[config.mk]
export PLATFORM = sky130hd
export DESIGN_NAME = caliptra_apb_initiator
export DESIGN_NICKNAME = d
export VERILOG_FILES = /design/src/rtl/caliptra_apb_init_pkg.sv /design/src/rtl/caliptra_apb_initiator.sv
export SDC_FILE = /design/constraint.sdc
export NUM_CORES = 1
export LEC_CHECK = 0
export BUFFER_PORTS_ARGS = -buffer_cell sky130_fd_sc_hd__buf_2
export CAP_MARGIN = 20
export CORE_MARGIN = 3
export CORE_UTILIZATION = 48
export DETAILED_ROUTE_END_ITERATION = 10
export PLACE_DENSITY = 0.9
export REMOVE_ABC_BUFFERS = 1
export SLEW_MARGIN = 20
export SYNTH_ARGS = -nofsm -noshare
export SYNTH_HDL_FRONTEND = slang
export SYNTH_SLANG_ARGS = --single-unit
[constraint.sdc]
create_clock -name core_clk -period 2.5 [get_ports core_clk]
set_clock_uncertainty 0.15 [all_clocks]
set_input_delay 0.5 -clock core_clk [delete_from_list [all_inputs] [get_ports core_clk]]
set_output_delay 0.5 -clock core_clk [all_outputs]
set_load 0.02 [all_outputs]
[src/rtl/caliptra_apb_init_pkg.sv]
// Shared types and defaults for the Caliptra APB initiator.
package caliptra_apb_init_pkg;

   // Native APB data width used for the buffered response record.
   localparam int APB_DATA_W = 32;

   // Default ACCESS-phase cycle limit before a transfer is abandoned.
   localparam int TIMEOUT_CYC_DFLT = 1024;

   // Default protection attributes driven on PPROT.
   localparam logic [2:0] PPROT_DFLT_VAL = 3'b000;

   // Width of the debug transfer/error counters.
   localparam int CNT_W = 16;

   typedef enum logic [1:0] {
      IDLE   = 2'd0,
      SETUP  = 2'd1,
      ACCESS = 2'd2,
      RESP   = 2'd3
   } apb_init_state_e;

   // Response held for the host until it is accepted.
   typedef struct packed {
      logic [APB_DATA_W-1:0] rdata;
      logic                  err;
      logic                  timeout;
   } apb_init_rsp_t;

   // Increment that sticks at all-ones instead of wrapping.
   function automatic logic [CNT_W-1:0] sat_inc(input logic [CNT_W-1:0] value,
                                               input logic             inc);
      logic [CNT_W-1:0] result;
      result = value;
      if (inc && (value != {CNT_W{1'b1}})) begin
         result = value + 1'b1;
      end
      return result;
   endfunction

endpackage

[src/rtl/caliptra_apb_initiator.sv]
// APB requester bridging a single-outstanding host request channel onto the
// Caliptra APB responder port, with an access timeout and debug counters.
module caliptra_apb_initiator
   import caliptra_apb_init_pkg::*;
#(
   parameter int         ADDR_W      = 32,
   parameter int         DATA_W      = APB_DATA_W,
   parameter int         USER_W      = 32,
   parameter int         TIMEOUT_CYC = TIMEOUT_CYC_DFLT,
   parameter logic [2:0] PPROT_DFLT  = PPROT_DFLT_VAL
) (
   input  logic              core_clk,
   input  logic              core_rst,

   input  logic              req_valid,
   output logic              req_ready,
   input  logic              req_write,
   input  logic [ADDR_W-1:0] req_addr,
   input  logic [DATA_W-1:0] req_wdata,
   input  logic [USER_W-1:0] req_user,

   output logic              rsp_valid,
   input  logic              rsp_ready,
   output logic [DATA_W-1:0] rsp_rdata,
   output logic              rsp_err,
   output logic              rsp_timeout,

   output logic [ADDR_W-1:0] PADDR,
   output logic              PSEL,
   output logic              PENABLE,
   output logic              PWRITE,
   output logic [DATA_W-1:0] PWDATA,
   output logic [2:0]        PPROT,
   output logic [USER_W-1:0] PAUSER,
   input  logic [DATA_W-1:0] PRDATA,
   input  logic              PREADY,
   input  logic              PSLVERR,

   output logic [CNT_W-1:0]  cnt_xfer,
   output logic [CNT_W-1:0]  cnt_err
);

   // Last ACCESS cycle index; the counter starts at zero on the first ACCESS cycle.
   localparam logic [15:0] TO_LAST = 16'(TIMEOUT_CYC - 1);

   apb_init_state_e state;
   apb_init_state_e state_next;
   apb_init_rsp_t   rsp_q;
   logic [15:0]     to_cnt;
   logic            to_hit;
   logic            req_fire;
   logic            rsp_fire;

   assign PPROT       = PPROT_DFLT;
   assign rsp_rdata   = DATA_W'(rsp_q.rdata);
   assign rsp_err     = rsp_q.err;
   assign rsp_timeout = rsp_q.timeout;

   assign to_hit   = (to_cnt == TO_LAST);
   assign req_fire = req_valid && req_ready;
   assign rsp_fire = rsp_valid && rsp_ready;

   // State register; reset abandons any transfer in flight without a response.
   always_ff @(posedge core_clk) begin
      if (core_rst) begin
         state <= IDLE;
      end else begin
         state <= state_next;
      end
   end

   // Next-state selection and APB/host handshake decode from the current state.
   always_comb begin
      state_next = state;
      req_ready  = 1'b0;
      rsp_valid  = 1'b0;
      PSEL       = 1'b0;
      PENABLE    = 1'b0;
      case (state)
         IDLE: begin
            req_ready = !core_rst;
            if (req_valid && !core_rst) begin
               state_next = SETUP;
            end
         end
         SETUP: begin
            PSEL       = 1'b1;
            state_next = ACCESS;
         end
         ACCESS: begin
            PSEL    = 1'b1;
            PENABLE = 1'b1;
            if (PREADY || to_hit) begin
               state_next = RESP;
            end
         end
         RESP: begin
            rsp_valid = 1'b1;
            if (rsp_ready) begin
               state_next = IDLE;
            end
         end
         default: begin
            state_next = IDLE;
         end
      endcase
   end

   // APB address/control/data flops; loaded only on acceptance so they stay stable
   // through SETUP and ACCESS and keep their last value afterwards.
   always_ff @(posedge core_clk) begin
      if (core_rst) begin
         PADDR  <= '0;
         PWRITE <= 1'b0;
         PWDATA <= '0;
         PAUSER <= '0;
      end else if (req_fire) begin
         PADDR  <= req_addr;
         PWRITE <= req_write;
         PWDATA <= req_wdata;
         PAUSER <= req_user;
      end
   end

   // ACCESS-phase cycle counter; cleared in every other state so each transfer starts fresh.
   always_ff @(posedge core_clk) begin
      if (core_rst) begin
         to_cnt <= '0;
      end else if (state == ACCESS) begin
         to_cnt <= to_cnt + 16'd1;
      end else begin
         to_cnt <= '0;
      end
   end

   // Response capture at the end of ACCESS; PREADY takes priority over the timeout.
   always_ff @(posedge core_clk) begin
      if (core_rst) begin
         rsp_q <= '0;
      end else if (state == ACCESS) begin
         if (PREADY) begin
            rsp_q.rdata   <= PWRITE ? '0 : APB_DATA_W'(PRDATA);
            rsp_q.err     <= PSLVERR;
            rsp_q.timeout <= 1'b0;
         end else if (to_hit) begin
            rsp_q.rdata   <= '0;
            rsp_q.err     <= 1'b1;
            rsp_q.timeout <= 1'b1;
         end
      end
   end

   // Saturating debug counters, bumped when the host takes the response.
   always_ff @(posedge core_clk) begin
      if (core_rst) begin
         cnt_xfer <= '0;
         cnt_err  <= '0;
      end else if (rsp_fire) begin
         cnt_xfer <= sat_inc(cnt_xfer, 1'b1);
         cnt_err  <= sat_inc(cnt_err, rsp_q.err);
      end
   end

endmodule

==> flow_metrics.tcl, run 1 <==
set metrics [dict create \
    synth-seq-cells 181 \
    syn2layout_area_growth_pct 32.1 \
    setup_viol 0 \
    ant_nets 0 \
    setup_ws_ps 392 \
    wl_per_cell_microns 14.8 \
    finalCritPeriodShare_pct 84.3 \
    rows 43 \
    hpwlAfterDp_mm 13.6 \
    most-common-layout-cells "buf_2, dfxtp_1, nand2_1" \
    setup_tns_ps 0 \
    netlist_instances 818 \
    clk_path_buf_depth 2 \
    final_cells 1288 \
    r2r_setup_slack_ps 420 \
    clk_pin_slew_worst_paths_ps 70 \
    finalInstanceArea_sq_um 9340 \
    grt_pass1_vias 6438 \
    drt-pass1-iter-count 4 \
    grt_max_degree 82 \
    ys.flop_type "dfxtp_1" \
    min_path_cells 3 \
    period_minus_slack_ps 2110 \
    synth.top_cell.area_share_pct 51.2 \
    p_int_mw 5.81 \
    hold_viol 0 \
    rsz0062_at_grt "no" \
    numCtsBuffers 17 \
    grt_pass1_wl_mm 30.4 \
    switchingPower_mw 2.73 \
    power_frac_seq_pct 41.7 \
    ios 305 \
    hold_class "input port to register" \
    maxCapViolCount 0 \
    place_inst 1255 \
    clk_latency_ps 420 \
    clkPwrFrac_pct 34.2 \
    crit_path_start_kind "register" \
    timing_worst_setup_path_type "register to primary output" \
    yosysUniqueCellTypes 46 \
    min_to "PWDATA[10]" \
    post_cts_buffers 0 \
    die_h_microns 127 \
    dpl_cell_area_sq_um 8690 \
    reg2regPathDepth 7 \
    hp-start "req_wdata[10]" \
    io_buffers 301 \
    p_sw_share_pct 31.9 \
    wl_mm 19.0 \
    ys_seq_area_share_pct 51.2 \
    r2r-start "to_cnt[0]" \
    power_mw 8.54 \
    synth_top_area_cell "dfxtp_1" \
    slew_viol_final 0 \
    synth_area_per_cell_sq_um 8.65 \
    cts_tree "built" \
    r2r-end "rsp_rdata[6]" \
    drt_iter0_markers 452 \
    worst_slew_margin_rel_pct 54.9 \
    cp.required_ps 1850 \
    synth_area_leaders "dfxtp_1, nand2b_1, o21ai_0" \
    cts.repair.resized 0 \
    dr_total_vias 6586 \
    irDropWorstVdd_mv 0.665 \
    tightest_slew_ps 676 \
    cts.sinks 181 \
    powerDensity_nw_per_um2 914 \
    synth-edff-count 0 \
    antenna_found_initial 2 \
    p_leak_nw 4.11 \
    fp.dieW_microns 127 \
    pre_cts_slack_ps 464 \
    synth_area_sq_um 7070 \
    yosys_warnings 0 \
    status "completed" \
    drc_errors 0 \
    start_util_pct 50.0 \
    grt_usage_pct 23.0 \
    fp.coreArea_sq_um 14100 \
    synth_async_sr_flop_share_pct 0 \
    pwr-share-comb_pct 24.1 \
    cp-end-kind "primary output" \
    cp_max_fo 7 \
    max_clock_freq_ghz 0.474 \
    cts_hold_buf 0 \
    critical_path_arrival_ps 1460 \
    layout_commonest_cell "buf_2" \
    finalWeightedCongestion 0.874 \
    fillers 1139 \
    fin_nets 1236 \
    post_drt_via_cell_ratio 5.11 \
    h-tree-depth 4 \
    drive_gt1_share_pct 31.9 \
    cts-root-buf "clkbuf_16" \
    dieArea_sq_um 16200 \
    grt_overflow 0 \
]
-- through the flow --
step                      hold WS (ps)  util, %
after CTS                         97.5     66.0
after global routing               105     66.0
after global placement             281     61.4
after floorplan                    268        -
after detailed placement           287     61.4
final                              121     66.0
-- metal layers --
metal	vias up	GRT usage (%)	routed length, microns
met1	2986	25.7	7200
li1	3283	-	-
met4	0	10.1	482
met2	280	39.6	9610
met3	37	8.03	1720
met5	-	0	0
-- synth_stat cells, types with 3 or more instances --
cell / count
buf_4: 4
buf_2: 5
nand4_1: 11
nor2_1: 87
a211oi_1: 6
or3_1: 3
nand2_1: 110
a22oi_1: 32
mux2i_1: 4
xnor2_1: 19
nor3_1: 9
dfxtp_1: 181
and3_1: 4
a21oi_1: 8
nand3_1: 17
xor2_1: 19
nand2b_1: 100
and4_1: 3
clkbuf_1: 44
ha_1: 7
o21ai_0: 105
inv_1: 10
-- flip-flops by register name, summed over array words and instances (netlist names) --
register and flops:
cnt_err 16, PWDATA 32, PWRITE 1, state 2, rsp_err 1, PADDR 32, PAUSER 32, rsp_timeout 1
cnt_xfer 16, rsp_rdata 32, to_cnt 16
-- worst max-delay path by stage --
stage | from | endpoint | depth (start not counted)
2_1_floorplan | state[0] | PADDR[0] | 5
3_3_place_gp | rsp_ready | cnt_xfer[15] | 6
3_5_place_dp | cnt_xfer[0] | cnt_xfer[14] | 7
4_1_cts | state[0] | PENABLE | 3
5_1_grt | state[1] | cnt_xfer[15] | 6
6_report | state[0] | PENABLE | 3
-- area by class of cell --
class                           count  area, sq um  area share (%)
Sequential cell                   181         3620            38.8
Multi-Input combinational cell    574         3190            34.2
Timing Repair Buffer              310         1610            17.3
Clock buffer                       17          425            4.55
Tap cell                          180          225            2.41
Clock inverter                     14          219            2.34
Inverter                           10         37.5           0.402
Antenna cell                        2         5.00          0.0536
-- logic make-up after synthesis --
logic type	synth area share [%]
flip-flops	51.2
multiplexers	0.566
buffers and inverters	3.86
XOR/XNOR	4.71
adder cells (fa/ha/maj)	1.24
AO/OA/AOI/OAI	13.4
AND/OR/NAND/NOR	24.9
other	0.0530
-- power by group through the flow --
| stage | registers, mW | logic [mW] | clock network (mW) |
|---|---|---|---|
| floorplan | 4.12 | 0.754 | 0 |
| global placement | 3.59 | 2.02 | 0 |
| detailed placement | 3.61 | 2.07 | 0 |
| CTS | 3.56 | 2.08 | 2.99 |
| global route | 3.61 | 2.27 | 3.10 |
| finish | 3.57 | 2.06 | 2.92 |
-- worst max-delay path, cell delays in order (launching register included) --
cell and delay (ps):
dfxtp_1 320, inv_1 120, ha_1 360, buf_2 240
Power figures use the tool's default switching activity.
==> run 2: changes to the inputs <==
Clock period 2.5 ns to 2.1 ns, I/O delays scaled along.
==> run 2 against run 1 <==
  * Design area is 1.2% higher
  * Hold slack got worse by 88 ps
  * Global-route usage is essentially flat
  * Cell count rose by 1.0%
  * Clock power rose by 16%
  * Critical path type unchanged
==> flow_metrics.tcl, run 2 (same netlist as run 1, synthesis figures left out) <==
set metrics [dict create \
    clk_path_buf_depth 2 \
    fp.dieW_microns 127 \
    hpwlAfterDp_mm 13.8 \
    powerDensity_nw_per_um2 1070 \
    die_h_microns 127 \
    crit_path_start_kind "register" \
    io_buffers 301 \
    grt_max_degree 89 \
    drt_iter0_markers 368 \
    period_minus_slack_ps 2020 \
    status "completed" \
    dr_total_vias 6592 \
    drive_gt1_share_pct 32.7 \
    rsz0062_at_grt "no" \
    multi_input_area_sq_um 3200 \
    hold_class "input port to register" \
    finalWeightedCongestion 0.878 \
    irDropWorstVdd_mv 0.693 \
    pre_cts_slack_ps 130 \
    timing_worst_setup_path_type "register to primary output" \
    cts_tree "built" \
    max_clock_freq_ghz 0.496 \
    ant_nets 0 \
    power_mw 10.2 \
    grt_pass1_vias 6404 \
    h-tree-depth 4 \
    drc_errors 0 \
    dieArea_sq_um 16200 \
    drt-pass1-iter-count 7 \
    wl_mm 19.2 \
    final_cells 1301 \
    antenna_found_initial 4 \
    slew_viol_final 0 \
    fp.coreArea_sq_um 14100 \
    p_leak_nw 4.16 \
    cts-root-buf "clkbuf_16" \
    setup_ws_ps 83.4 \
    place_inst 1265 \
    most-common-layout-cells "buf_2, dfxtp_1, nand2_1" \
    clk_latency_ps 420 \
    maxCapViolCount 0 \
    cp.required_ps 1530 \
    layout_commonest_cell "buf_2" \
    post_drt_via_cell_ratio 5.07 \
    cp_max_fo 7 \
    setup_viol 0 \
    whs_ps 33.0 \
    grt_pass1_wl_mm 30.3 \
    syn2layout_area_growth_pct 33.7 \
    ios 305 \
    start_util_pct 50.0 \
    final-seq-area_sq_um 3620 \
    numCtsBuffers 17 \
    critical_path_arrival_ps 1450 \
    grt_overflow 0 \
    fin_nets 1246 \
    rows 43 \
    grt_usage_pct 23.1 \
    wl_per_cell_microns 14.7 \
    hold_viol 0 \
    cts.sinks 181 \
    fillers 1169 \
    finalCritPeriodShare_pct 96.0 \
    clk_pin_slew_worst_paths_ps 70 \
    cp-end-kind "primary output" \
]
-- run 2: cell types whose count changed in the layout (fill, tap and decap cells not counted), moves of 2 or more --
cell / delta
buf_4: +7
buf_12: +3
a2111oi_0: -2
a2111oi_1: +2
diode_2: +2
-- run 2: repair_timing --
action | in CTS | in global routing
endpoints found under the setup margin | 0 | 8
resized for setup | 0 | 4
hold buffers | 0 | 0
setup buffers | 0 | 0
endpoints found under the hold margin | 0 | 0
-- run 2: cell type report --
type | instances | area share (%)
Sequential cell | 181 | 38.3
Multi-Input combinational cell | 574 | 33.8
Timing Repair Buffer | 320 | 18.3
Clock buffer | 18 | 4.64
Tap cell | 180 | 2.38
Clock inverter | 14 | 2.08
Inverter | 10 | 0.397
Antenna cell | 4 | 0.106
-- run 2: per-stage QoR --
| step | util (%) | setup TNS, ps | cell area (sq um) |
|---|---|---|---|
| 4_1_cts | 66.7 | 0 | 9440 |
| 6_report | 66.8 | 0 | 9460 |
| 5_1_grt | 66.8 | 0 | 9460 |
| 2_1_floorplan | - | -384430 | 6850 |
| 3_3_place_gp | 62.2 | 0 | 8810 |
| 3_5_place_dp | 62.2 | 0 | 8810 |
-- run 2: power by group --
group / total (mW) / switching (mW) / internal, mW
Clock: 3.39 / 1.36 / 2.04
Sequential: 4.24 / 0.284 / 3.96
Combinational: 2.52 / 1.64 / 0.885
Total: 10.2 / 3.28 / 6.88
-- run 2: worst paths after layout --
kind	from	end	slack, ps	cells after the start
max	state[0]	PENABLE	80	3
min	req_wdata[16]	PWDATA[16]	30	3
max reg2reg	to_cnt[5]	to_cnt[15]	130	5
min reg2reg	to_cnt[0]	to_cnt[0]	320	1
-- run 2: critical path, stage by stage (launching register included) --
cell and delay (ps):
dfxtp_1 320, inv_1 110, ha_1 360, buf_2 240
-- run 2: routing by layer --
layer | vias up | track usage (%) | part of all wire [%]
li1 | 3298 | - | -
met1 | 2983 | 25.7 | 38
met2 | 276 | 40.2 | 50
met3 | 35 | 7.78 | 9.3
met4 | 0 | 9.59 | 2.2
met5 | - | 0 | 0
==> run 3: changes to the inputs <==
Settings changed: RECOVER_POWER set to 100.
==> run 3 against run 2 <==
  * Count of clock-buffer cells in the layout did not move
  * Routed wire length barely moved
  * Sequential share of layout area rose by 0.96 points
  * Design area fell by 2.4%
  * Critical path type unchanged
  * Critical endpoint unchanged
==> flow_metrics.tcl, run 3 (same netlist as run 1, synthesis figures left out) <==
set metrics [dict create \
    status "completed" \
    most-common-layout-cells "dfxtp_1, clkbuf_1, buf_2" \
    crit_chain "inv_1, ha_1, buf_2" \
    layout_commonest_cell "dfxtp_1" \
    cts_tree "built" \
    p_leak_nw 3.47 \
    maxCapViolCount 0 \
    cp_slowest_cell "ha_1" \
    powerDensity_nw_per_um2 1090 \
    numCtsBuffers 17 \
    cts.repair.resized 0 \
    grt_max_degree 89 \
    slowest_delay_ps 340 \
    crit_path_start_kind "register" \
    cp-end-kind "primary output" \
    hpwlAfterDp_mm 13.8 \
    hold_viol 0 \
    finalInstanceArea_sq_um 9230 \
    hold_class "input port to register" \
    grt_overflow 0 \
    post_cts_buffers 0 \
    io_buffers 301 \
    place_inst 1265 \
    fin_nets 1246 \
    drt-pass1-iter-count 4 \
    cts.sinks 181 \
    worst_slew_margin_rel_pct 65.8 \
    dpl_cell_area_sq_um 8810 \
    cp.required_ps 1530 \
    syn2layout_area_growth_pct 30.5 \
    drive_gt1_share_pct 17.5 \
    clk_path_buf_depth 2 \
    clk_latency_ps 420 \
    cp_max_fo 7 \
    finalCritPeriodShare_pct 94.7 \
    cp.buffers_inverters 2 \
    h-tree-depth 4 \
    finalWeightedCongestion 0.878 \
    max_clock_freq_ghz 0.503 \
    drc_errors 0 \
    critical-path-top-delay-family "buffers and inverters" \
    grt_pass1_wl_mm 30.3 \
    fp.dieW_microns 127 \
    dieArea_sq_um 16200 \
    start_util_pct 50.0 \
    post_drt_via_cell_ratio 5.06 \
    fp.coreArea_sq_um 14100 \
    antenna_found_initial 4 \
    clk_pin_slew_worst_paths_ps 70 \
    setup_tns_ps 0 \
    timing_worst_setup_path_type "register to primary output" \
    pre_cts_slack_ps 130 \
    ios 305 \
    slew_viol_final 0 \
    wl_per_cell_microns 14.7 \
    tightest_slew_ps 513 \
    cts_hold_buf 0 \
    die_h_microns 127 \
    rows 43 \
    irDropWorstVdd_mv 0.676 \
    dr_total_vias 6583 \
    setup_ws_ps 111 \
    grt_usage_pct 23.1 \
    critical_path_arrival_ps 1420 \
    ant_nets 0 \
    period_minus_slack_ps 1990 \
    rsz0062_at_grt "no" \
    grt_pass1_vias 6404 \
    cts-root-buf "clkbuf_16" \
    final_cells 1301 \
    setup_viol 0 \
    wl_mm 19.2 \
    drt_iter0_markers 369 \
]
run 3: changes by cell type in the layout (fill, tap and decap cells not counted), sizes merged:
cell | before | now
buf | 320 | 150
clkbuf | 18 | 188
run 3: worst register-to-register path, delay by kind of cell (launching register included):
kind	cells	cell delay [ps]
buffers and inverters	1	240
flip-flops	1	330
adder cells (fa/ha/maj)	1	220
AO/OA/AOI/OAI	2	430
AND/OR/NAND/NOR	3	540
run 3: layer usage:
metal | part of all wire, % | wire, microns | global-route usage [%]
met3 | 9.3 | 1770 | 7.78
met1 | 38 | 7320 | 25.7
met2 | 50 | 9570 | 40.2
met5 | 0 | 0 | 0
met4 | 2.5 | 482 | 9.59
run 3: through the flow:
stage / hold WS (ps) / utilization [%] / power [mW]
floorplan: 268 / - / 5.80
global placement: 280 / 62.2 / 6.74
detailed placement: 313 / 62.2 / 6.84
CTS: 13.2 / 66.7 / 10.3
global route: 22.3 / 65.2 / 10.5
finish: 31.4 / 65.2 / 10.0
run 3: layout make-up:
cell class / count / area (sq um)
multi-input combinational: 574 / 3200
fill: 1271 / 4920
tap: 180 / 225
antenna: 4 / 10.0
clock inverter: 14 / 196
clock buffer: 18 / 439
inverter: 10 / 37.5
sequential: 181 / 3620
timing repair buffer: 320 / 1500
run 3: path summary, 6_finish.rpt:
path	from	to	slack, ps	depth (start not counted)
min reg2reg	to_cnt[0]	to_cnt[0]	320	1
min	req_wdata[16]	PWDATA[16]	30	3
max reg2reg	to_cnt[0]	rsp_rdata[23]	120	7
max	state[0]	PENABLE	110	3
run 3: where the power goes:
| group | internal [mW] | switching, mW | leakage [nW] |
|---|---|---|---|
| registers | 3.96 | 0.296 | 1.48 |
| clock network | 2.04 | 1.36 | 0.304 |
| logic | 0.734 | 1.63 | 1.69 |
